File: src/rtl/cnn_fc_pkg.sv
// Shared widths, sequencer state type and flatten-geometry helper for the FC feeder slice.
package cnn_fc_pkg;

    localparam int DATA_W = 16;
    localparam int ADDR_W = 16;

    typedef enum logic [2:0] {
        S_IDLE,
        S_LOAD,
        S_RUN,
        S_BPROP_REQ,
        S_BPROP_WAIT,
        S_BATCH_REQ,
        S_BATCH_WAIT
    } seq_state_t;

    function automatic int flatLen(input int channels, input int mapH, input int mapW);
        return channels * mapH * mapW;
    endfunction

endpackage

File: src/rtl/flatten_addr_gen.sv
// Walks ch (fastest), col, row over a pixel-major stream and produces the
// channel-major FC input-memory address using only incremental adds.
module flatten_addr_gen
    import cnn_fc_pkg::*;
#(
    parameter int CHANNELS  = 2,
    parameter int MAP_H     = 7,
    parameter int MAP_W     = 1,
    parameter int BASE_ADDR = 0
) (
    input  logic              clk,
    input  logic              reset_n,
    input  logic              i_clear,
    input  logic              i_advance,
    output logic [ADDR_W-1:0] o_ex_addr,
    output logic              o_last
);

    localparam logic [ADDR_W-1:0] CH_MAX  = ADDR_W'(CHANNELS - 1);
    localparam logic [ADDR_W-1:0] ROW_MAX = ADDR_W'(MAP_H - 1);
    localparam logic [ADDR_W-1:0] COL_MAX = ADDR_W'(MAP_W - 1);
    localparam logic [ADDR_W-1:0] PLANE   = ADDR_W'(MAP_H * MAP_W);
    localparam logic [ADDR_W-1:0] BASE    = ADDR_W'(BASE_ADDR);

    logic [ADDR_W-1:0] r_ch;
    logic [ADDR_W-1:0] r_row;
    logic [ADDR_W-1:0] r_col;
    logic [ADDR_W-1:0] r_pixAddr;
    logic [ADDR_W-1:0] r_addr;

    // r_pixAddr is the channel-0 address of the current pixel; row*W+col steps by one per pixel.
    always_ff @(posedge clk or negedge reset_n) begin
        if (!reset_n) begin
            r_ch      <= '0;
            r_row     <= '0;
            r_col     <= '0;
            r_pixAddr <= BASE;
            r_addr    <= BASE;
        end else if (i_clear) begin
            r_ch      <= '0;
            r_row     <= '0;
            r_col     <= '0;
            r_pixAddr <= BASE;
            r_addr    <= BASE;
        end else if (i_advance) begin
            if (r_ch == CH_MAX) begin
                r_ch      <= '0;
                r_pixAddr <= r_pixAddr + 16'd1;
                r_addr    <= r_pixAddr + 16'd1;
                if (r_col == COL_MAX) begin
                    r_col <= '0;
                    r_row <= (r_row == ROW_MAX) ? '0 : r_row + 16'd1;
                end else begin
                    r_col <= r_col + 16'd1;
                end
            end else begin
                r_ch   <= r_ch + 16'd1;
                r_addr <= r_addr + PLANE;
            end
        end
    end

    assign o_ex_addr = r_addr;
    assign o_last    = (r_ch == CH_MAX) && (r_row == ROW_MAX) && (r_col == COL_MAX);

endmodule

File: src/rtl/fc_flatten_sequencer.sv
// Loads one pooled sample into FC input memory, then drives the FC
// enable / back-prop / mini-batch handshake and counts samples per batch.
module fc_flatten_sequencer
    import cnn_fc_pkg::*;
#(
    parameter int CHANNELS   = 2,
    parameter int MAP_H      = 7,
    parameter int MAP_W      = 1,
    parameter int BASE_ADDR  = 0,
    parameter int BATCH_SIZE = 32
) (
    input  logic              clk,
    input  logic              reset_n,
    input  logic              start,
    input  logic              in_valid,
    input  logic [DATA_W-1:0] in_data,
    output logic              in_ready,
    output logic              ex_we,
    output logic [DATA_W-1:0] ex_value,
    output logic [ADDR_W-1:0] ex_addr,
    output logic              enable,
    input  logic              all_end,
    output logic              bck_prop_start,
    input  logic              fc_bck_prop_end,
    output logic              batch_end,
    input  logic              fc_batch_end,
    output logic              busy,
    output logic              sample_done,
    output logic [5:0]        sample_cnt
);

    localparam int FLAT_LEN = flatLen(CHANNELS, MAP_H, MAP_W);
    localparam logic [5:0] LAST_SAMPLE = 6'(BATCH_SIZE - 1);

    if (FLAT_LEN + BASE_ADDR > 65536) begin : g_geometryTooLarge
        $error("fc_flatten_sequencer: flatten span exceeds the 16-bit address space");
    end

    seq_state_t        r_state;
    logic              r_exWe;
    logic [DATA_W-1:0] r_exValue;
    logic [ADDR_W-1:0] r_exAddr;
    logic              r_enable;
    logic              r_bckProp;
    logic              r_batchEnd;
    logic              r_sampleDone;
    logic [5:0]        r_sampleCnt;

    logic              w_clear;
    logic              w_accept;
    logic [ADDR_W-1:0] w_addr;
    logic              w_last;

    assign w_clear  = (r_state == S_IDLE) && start;
    assign w_accept = (r_state == S_LOAD) && in_valid;

    flatten_addr_gen #(
        .CHANNELS (CHANNELS),
        .MAP_H    (MAP_H),
        .MAP_W    (MAP_W),
        .BASE_ADDR(BASE_ADDR)
    ) u_addrGen (
        .clk      (clk),
        .reset_n  (reset_n),
        .i_clear  (w_clear),
        .i_advance(w_accept),
        .o_ex_addr(w_addr),
        .o_last   (w_last)
    );

    // Pulse outputs default low each cycle; enable only rises once the final write has left.
    always_ff @(posedge clk or negedge reset_n) begin
        if (!reset_n) begin
            r_state      <= S_IDLE;
            r_exWe       <= 1'b0;
            r_exValue    <= '0;
            r_exAddr     <= '0;
            r_enable     <= 1'b0;
            r_bckProp    <= 1'b0;
            r_batchEnd   <= 1'b0;
            r_sampleDone <= 1'b0;
            r_sampleCnt  <= '0;
        end else begin
            r_exWe       <= 1'b0;
            r_bckProp    <= 1'b0;
            r_batchEnd   <= 1'b0;
            r_sampleDone <= 1'b0;
            case (r_state)
                S_IDLE: begin
                    if (start) r_state <= S_LOAD;
                end
                S_LOAD: begin
                    if (in_valid) begin
                        r_exWe    <= 1'b1;
                        r_exValue <= in_data;
                        r_exAddr  <= w_addr;
                        if (w_last) r_state <= S_RUN;
                    end
                end
                S_RUN: begin
                    if (all_end) begin
                        r_enable  <= 1'b0;
                        r_bckProp <= 1'b1;
                        r_state   <= S_BPROP_REQ;
                    end else begin
                        r_enable <= 1'b1;
                    end
                end
                S_BPROP_REQ: begin
                    r_state <= S_BPROP_WAIT;
                end
                S_BPROP_WAIT: begin
                    if (fc_bck_prop_end) begin
                        r_sampleDone <= 1'b1;
                        if (r_sampleCnt == LAST_SAMPLE) begin
                            r_batchEnd <= 1'b1;
                            r_state    <= S_BATCH_REQ;
                        end else begin
                            r_sampleCnt <= r_sampleCnt + 6'd1;
                            r_state     <= S_IDLE;
                        end
                    end
                end
                S_BATCH_REQ: begin
                    r_state <= S_BATCH_WAIT;
                end
                S_BATCH_WAIT: begin
                    if (fc_batch_end) begin
                        r_sampleCnt <= '0;
                        r_state     <= S_IDLE;
                    end
                end
                default: r_state <= S_IDLE;
            endcase
        end
    end

    assign in_ready       = (r_state == S_LOAD);
    assign busy           = (r_state != S_IDLE);
    assign ex_we          = r_exWe;
    assign ex_value       = r_exValue;
    assign ex_addr        = r_exAddr;
    assign enable         = r_enable;
    assign bck_prop_start = r_bckProp;
    assign batch_end      = r_batchEnd;
    assign sample_done    = r_sampleDone;
    assign sample_cnt     = r_sampleCnt;

endmodule
File: config.mk
export PLATFORM = sky130hd
export DESIGN_NAME = fc_flatten_sequencer
export DESIGN_NICKNAME = d
export VERILOG_FILES = /design/src/rtl/cnn_fc_pkg.sv /design/src/rtl/flatten_addr_gen.sv /design/src/rtl/fc_flatten_sequencer.sv
export SDC_FILE = /design/constraint.sdc
export NUM_CORES = 1
export LEC_CHECK = 0
export CORE_MARGIN = 2
export CORE_UTILIZATION = 51
export DETAILED_ROUTE_END_ITERATION = 10
export HOLD_SLACK_MARGIN = 0.05
export PLACE_DENSITY = 0.85
export SLEW_MARGIN = 20
export SYNTH_ARGS = -nofsm -noshare
export SYNTH_HDL_FRONTEND = slang
export SYNTH_SLANG_ARGS = --single-unit
File: constraint.sdc
create_clock -name clk -period 2.77 [get_ports clk]
set_clock_uncertainty 0.05 [all_clocks]
set_input_delay 0.6925 -clock clk [delete_from_list [all_inputs] [get_ports clk]]
set_output_delay 0.6925 -clock clk [all_outputs]
set_load 0.02 [all_outputs]
==> impl_metrics.yaml <==
outcome:
  outcome: "finished, final reports clean"
floorplan:
  core_mm2: 0.01267
  io_pins: 68
  die-width_um: 118.2
  die-area_mm2: 0.01398
  die_y_um: 118.2
  start_util_pct: 52.53
  fp-row-count: 41
clock_network:
  worstSkewPairLatency_ns: 0.42
  cts_setup_buffers: 0
  clkTransAtPathRegs_ns: 0.06
  clockBufferDepth: 2
  cts_tree: "yes"
  cts_buffers: 17
  htree_num_levels: 4
  cts.hold.buffers_added: 0
  cts_num_sinks: 126
  root_buffer: "clkbuf_16"
  cts_resized: 0
global_route:
  grt_max_degree: 46
  antenna_found_initial: 0
  grt_overflow: 0
  grt_pass1_wl_mm: 28.55
  first_global_vias: 5960
  grtUsageTotal_pct: 25.24
synthesis:
  syn_inst: 755
  yosysTopAreaCellShare_pct: 47.37
  synthDistinctLibCells: 55
  syn_nets: 787
  synth_most_common_cell: "nand2_1"
  yosys_warnings: 0
  syn_avg_cell_area_um2: 8.816
  synth_common_cells: "nand2_1, dfrtp_1, o21ai_0"
  synth_area_leaders: "dfrtp_1, nand2_1, o21ai_0, xnor2_1, nor2_1"
  synth_edf_count: 0
  synth_top_cell_by_area: "dfrtp_1"
  netlist_area_mm2: 0.006656
  synth_seq_cells: 126
  yosys_most_used_dff: "dfrtp_1"
  yosysSeqAreaShare_pct: 47.37
  synthArstFlopShare_pct: 100.0
route:
  routed.top_layer: "met4"
  drt-met1-wl_mm: 7.088
  routedWlPerCell_um: 16.71
  dr.pass1.iters: 5
  drtAntennaViolNets: 0
  drc: 0
  viasPerCell: 6.021
  wl_met2_mm: 8.545
  finalWirelength_mm: 17.12
  met3_length_mm: 1.062
  drt_iter0_drc: 398
  vias: 6166
flow_run:
  drv_cap: 0
placed_design:
  placed_cell_area_mm2: 0.007697
  port-buffer-count: 67
  pre_cts_ws_ns: -0.02301
  place_hpwl_mm: 11.38
  gp_congestion: 0.8842
sta:
  worst_pin_slew_ns: 1.063
  final_hold_viol_count: 0
  finalCritPeriodShare_pct: 95.16
  fmax_mhz: 379.4
  setup_viol: 0
  slew_headroom_pct: 29.11
  layout_min_cycle_time_ns: 2.636
  maxSlewViolCount: 0
  fin_ws_ns: 0.1340
  rsz0062_at_grt: "false"
setup_path:
  critPathCaptureType: "flip-flop"
  arrival_ns: 2.93
  start_kind: "flip-flop"
  crit_fanout: 14
  r2r_slack_ns: 0.13
  worstSetupPathType: "reg -> reg"
  crit_required_ns: 3.06
cells_and_area:
  diodes: 0
  nFillCells: 998
  drive_gt1_share_pct: 10.56
  fin_nets: 871
  final_cell_area_mm2: 0.008329
  area_delta_synth_final_pct: 25.13
power_and_ir_drop:
  peakVddDrop_mv: 0.6694
  power_density_mw_per_mm2: 867.4
  p_leak_nw: 3.654
worst_hold_path:
  hold_class: "in -> async"
[logic make-up (layout without fill, tap and decap cells)]
| family | Yosys count | after routing | share of synthesized area (%) |
|---|---|---|---|
| adders and majority gates | 9 | 9 | 1.692 |
| xor gates and xnor gates | 40 | 40 | 5.263 |
| muxes | 3 | 3 | 0.4699 |
| and+or+nand+nor | 363 | 363 | 27.26 |
| DFF | 126 | 126 | 47.37 |
| AOI/OAI and AO/OA | 158 | 158 | 14.64 |
| buffers and inverters | 56 | 153 | 3.308 |
[stage by stage]
step | hold slack (ns) | cells | TNS, ns | total power [mW] | util, %
after floorplan | 0.3469 | 755 | 0 | 3.820 | -
final | 0.1946 | 1024 | 0 | 7.224 | 65.74
after CTS | 0.1930 | 1024 | 0 | 7.251 | 65.74
after detailed placement | 0.4109 | 992 | -0.04226 | 4.855 | 60.75
after global routing | 0.2293 | 1024 | 0 | 7.603 | 65.74
after global placement | 0.4051 | 992 | 0 | 4.783 | 60.75
[final timing paths]
| kind | startpoint | to | cells past startpoint |
|---|---|---|---|
| hold reg to reg | ex_addr[10] | ex_addr[10] | 2 |
| min in group clk | ex_addr[10] | ex_addr[10] | 2 |
| max in group asynchronous | reset_n | ex_addr[0] | 2 |
| setup / recovery | u_addrGen.r_ch[11] | u_addrGen.r_row[15] | 6 |
| setup reg to reg | u_addrGen.r_ch[11] | u_addrGen.r_row[15] | 6 |
| hold / removal | reset_n | ex_addr[9] | 1 |
[registers in the layout, indices dropped and copies added, names as in the netlist]
register,flops
ex_addr,16
ex_value,16
u_addrGen.o_ex_addr,16
u_addrGen.r_ch,16
u_addrGen.r_col,16
u_addrGen.r_pixAddr,16
u_addrGen.r_row,16
sample_cnt,6
r_state,3
batch_end,1
bck_prop_start,1
enable,1
ex_we,1
sample_done,1
[cell usage in the layout (no fill, tap or decap), types with 8 or more instances in the layout]
cell type and n:
a21oi_1 32, a31oi_1 15, and3_1 13, buf_4 40, clkbuf_16 17, clkdlybuf4s50_1 66, dfrtp_1 126, ha_1 9
inv_1 13, nand2_1 152, nand3_1 33, nand4_1 20, nor2_1 50, nor3_1 22, nor3b_1 8, nor4_1 19
o21ai_0 57, or4_1 9, xnor2_1 22, xor2_1 18
[layout make-up]
| type | count | area, µm² | area share, % |
|---|---|---|---|
| Inverter | 14 | 52.55 | 0.6309 |
| Multi-Input combinational cell | 573 | 3296 | 39.57 |
| Timing Repair Buffer | 107 | 980.9 | 11.78 |
| Sequential cell | 126 | 3153 | 37.85 |
| Tap cell | 172 | 215.2 | 2.584 |
| Clock buffer | 18 | 439.2 | 5.273 |
| Clock inverter | 14 | 192.7 | 2.313 |
[power breakdown]
group          switching, mW  internal, mW  leakage [nW]
clock network          0.833          1.52         0.290
logic                   1.46          1.00          1.66
registers              0.281          2.13          1.71
[layer usage]
layer	track usage [%]	vias up
met1	32.07	3000
met5	0	-
li1	-	2875
met4	10.84	0
met3	5.405	48
met2	41.65	243
[worst max-delay path, cell delays in order (launching register included)]
cell	delay, ns
dfrtp_1	0.43
or4_1	0.64
nor4_4	0.29
buf_4	0.26
a31oi_2	0.17
or4_1	0.54
a21oi_1	0.17
Note: power is estimated with default switching activity, not from simulation.
==> variant, RTL diff (same flow settings) <==
The 7 states of `seq_state_t` get a Gray code encoding in 3 bits.
--- a/src/rtl/cnn_fc_pkg.sv
+++ b/src/rtl/cnn_fc_pkg.sv
@@ -6,11 +6,11 @@
 
     typedef enum logic [2:0] {
-        S_IDLE,
-        S_LOAD,
-        S_RUN,
-        S_BPROP_REQ,
-        S_BPROP_WAIT,
-        S_BATCH_REQ,
-        S_BATCH_WAIT
+        S_IDLE       = 3'b000,
+        S_LOAD       = 3'b001,
+        S_RUN        = 3'b011,
+        S_BPROP_REQ  = 3'b010,
+        S_BPROP_WAIT = 3'b110,
+        S_BATCH_REQ  = 3'b111,
+        S_BATCH_WAIT = 3'b101
     } seq_state_t;
 
Behaviour: same outputs for any inputs over 10 cycles, from zero or initial values and one cycle with reset_n low; not proved beyond that.
==> variant against the original RTL <==
  * Routed wire length fell by 5.8%
  * Setup slack improved by 0.011 ns
  * Largest power group is now the clock network
  * Synthesized area fell by 1.8%
  * Sequential cell count did not move
  * Hold slack improved by 0.0062 ns
  * Cell area fell by 1.4%
  * Highest routed layer unchanged
  * First-iteration DRC count rose by 30%
  * Critical path type is now reg -> out
  * Total power fell by 2.8%
==> variant: results (changes against the original RTL) <==
outcome complete, no violations (unchanged); library cells used by synthesis 53 (was 55); synthesized-area fraction occupied by ao, oa, aoi and oai cells 14.26% (was 14.64%); sum of net half-perimeters after detailed placement 10.98 mm (was 11.38 mm); worst relative slew slack 63.21% (was 29.11%); Signal buf overhead 11.12% (was 11.78%); DP Area 7536 um^2 (was 7697 um^2); net count of the mapped netlist 782 (was 787); Leakage 0.003572 uW (was 0.003654 uW); maximum number of pins on one net before global-route repair 47 (was 46); Pwr Density 855.2 nW/um^2 (was 867.4 nW/um^2); crit path capture busy (was u_addrGen.r_row[15]); total number of vias 5937 (was 6166); final WL 16.13 mm (was 17.12 mm); Final WS setup 0.1446 ns (was 0.1340 ns); vias in the first global route 5715 (was 5960); xor and xnor area share after synthesis 4.288% (was 5.263%); final-layout clock buffer total 22 (was 18); sequential-to-total area share from yosys stat 48.24% (was 47.37%); net count of the finished layout 862 (was 871); combined global-route utilization of all metal layers 24.89% (was 25.24%); proportion of cell area occupied by registers 38.41% (was 37.85%); launching instance or port of the critical path r_state[0] (was u_addrGen.r_ch[11]); met2 capacity usage during global routing 40.84% (was 41.65%); Sw Share 33.42% (was 35.58%); maximum ir drop on the vdd rail 0.4346 mV (was 0.6694 mV); Met1 Routed Length 6.947 mm (was 7.088 mm); top cells by area, synth sky130_fd_sc_hd__dfrtp_1, sky130_fd_sc_hd__nand2_1, sky130_fd_sc_hd__o21ai_0, sky130_fd_sc_hd__nand3_1, sky130_fd_sc_hd__nor2_1 (was sky130_fd_sc_hd__dfrtp_1, sky130_fd_sc_hd__nand2_1, sky130_fd_sc_hd__o21ai_0, sky130_fd_sc_hd__xnor2_1, sky130_fd_sc_hd__nor2_1); multiplexer share of the synthesized area 0.1531% (was 0.4699%); global-route met1 utilization 31.35% (was 32.07%); pre-CTS worst setup slack 0.1713 ns (was -0.02301 ns); detailed-routed wire length on met3 900 um (was 1.062 mm)
variant: cell types whose count changed in the layout (fill, tap and decap cells not counted), moves of 5 or more:
cell	delta
sky130_fd_sc_hd__nor3_1	+10
sky130_fd_sc_hd__o21ai_0	+16
sky130_fd_sc_hd__a31oi_1	-7
sky130_fd_sc_hd__clkinvlp_4	-5
sky130_fd_sc_hd__nand3_1	+8
sky130_fd_sc_hd__buf_4	-9
sky130_fd_sc_hd__xnor2_1	-9
sky130_fd_sc_hd__inv_1	+6
sky130_fd_sc_hd__o21a_1	-6
sky130_fd_sc_hd__a21oi_1	-7
sky130_fd_sc_hd__or4_1	-6
sky130_fd_sc_hd__a41oi_1	-5
variant: what timing repair did:
action	CTS	global route
resized for setup	0	1
buffers inserted	0	0
endpoints found under the setup margin	0	1
variant: critical path: stages, from the launching register on:
cell and delay (ns):
sky130_fd_sc_hd__dfrtp_1 0.50, sky130_fd_sc_hd__nor3_1 0.35, sky130_fd_sc_hd__inv_1 0.08, sky130_fd_sc_hd__clkdlybuf4s50_1 0.54
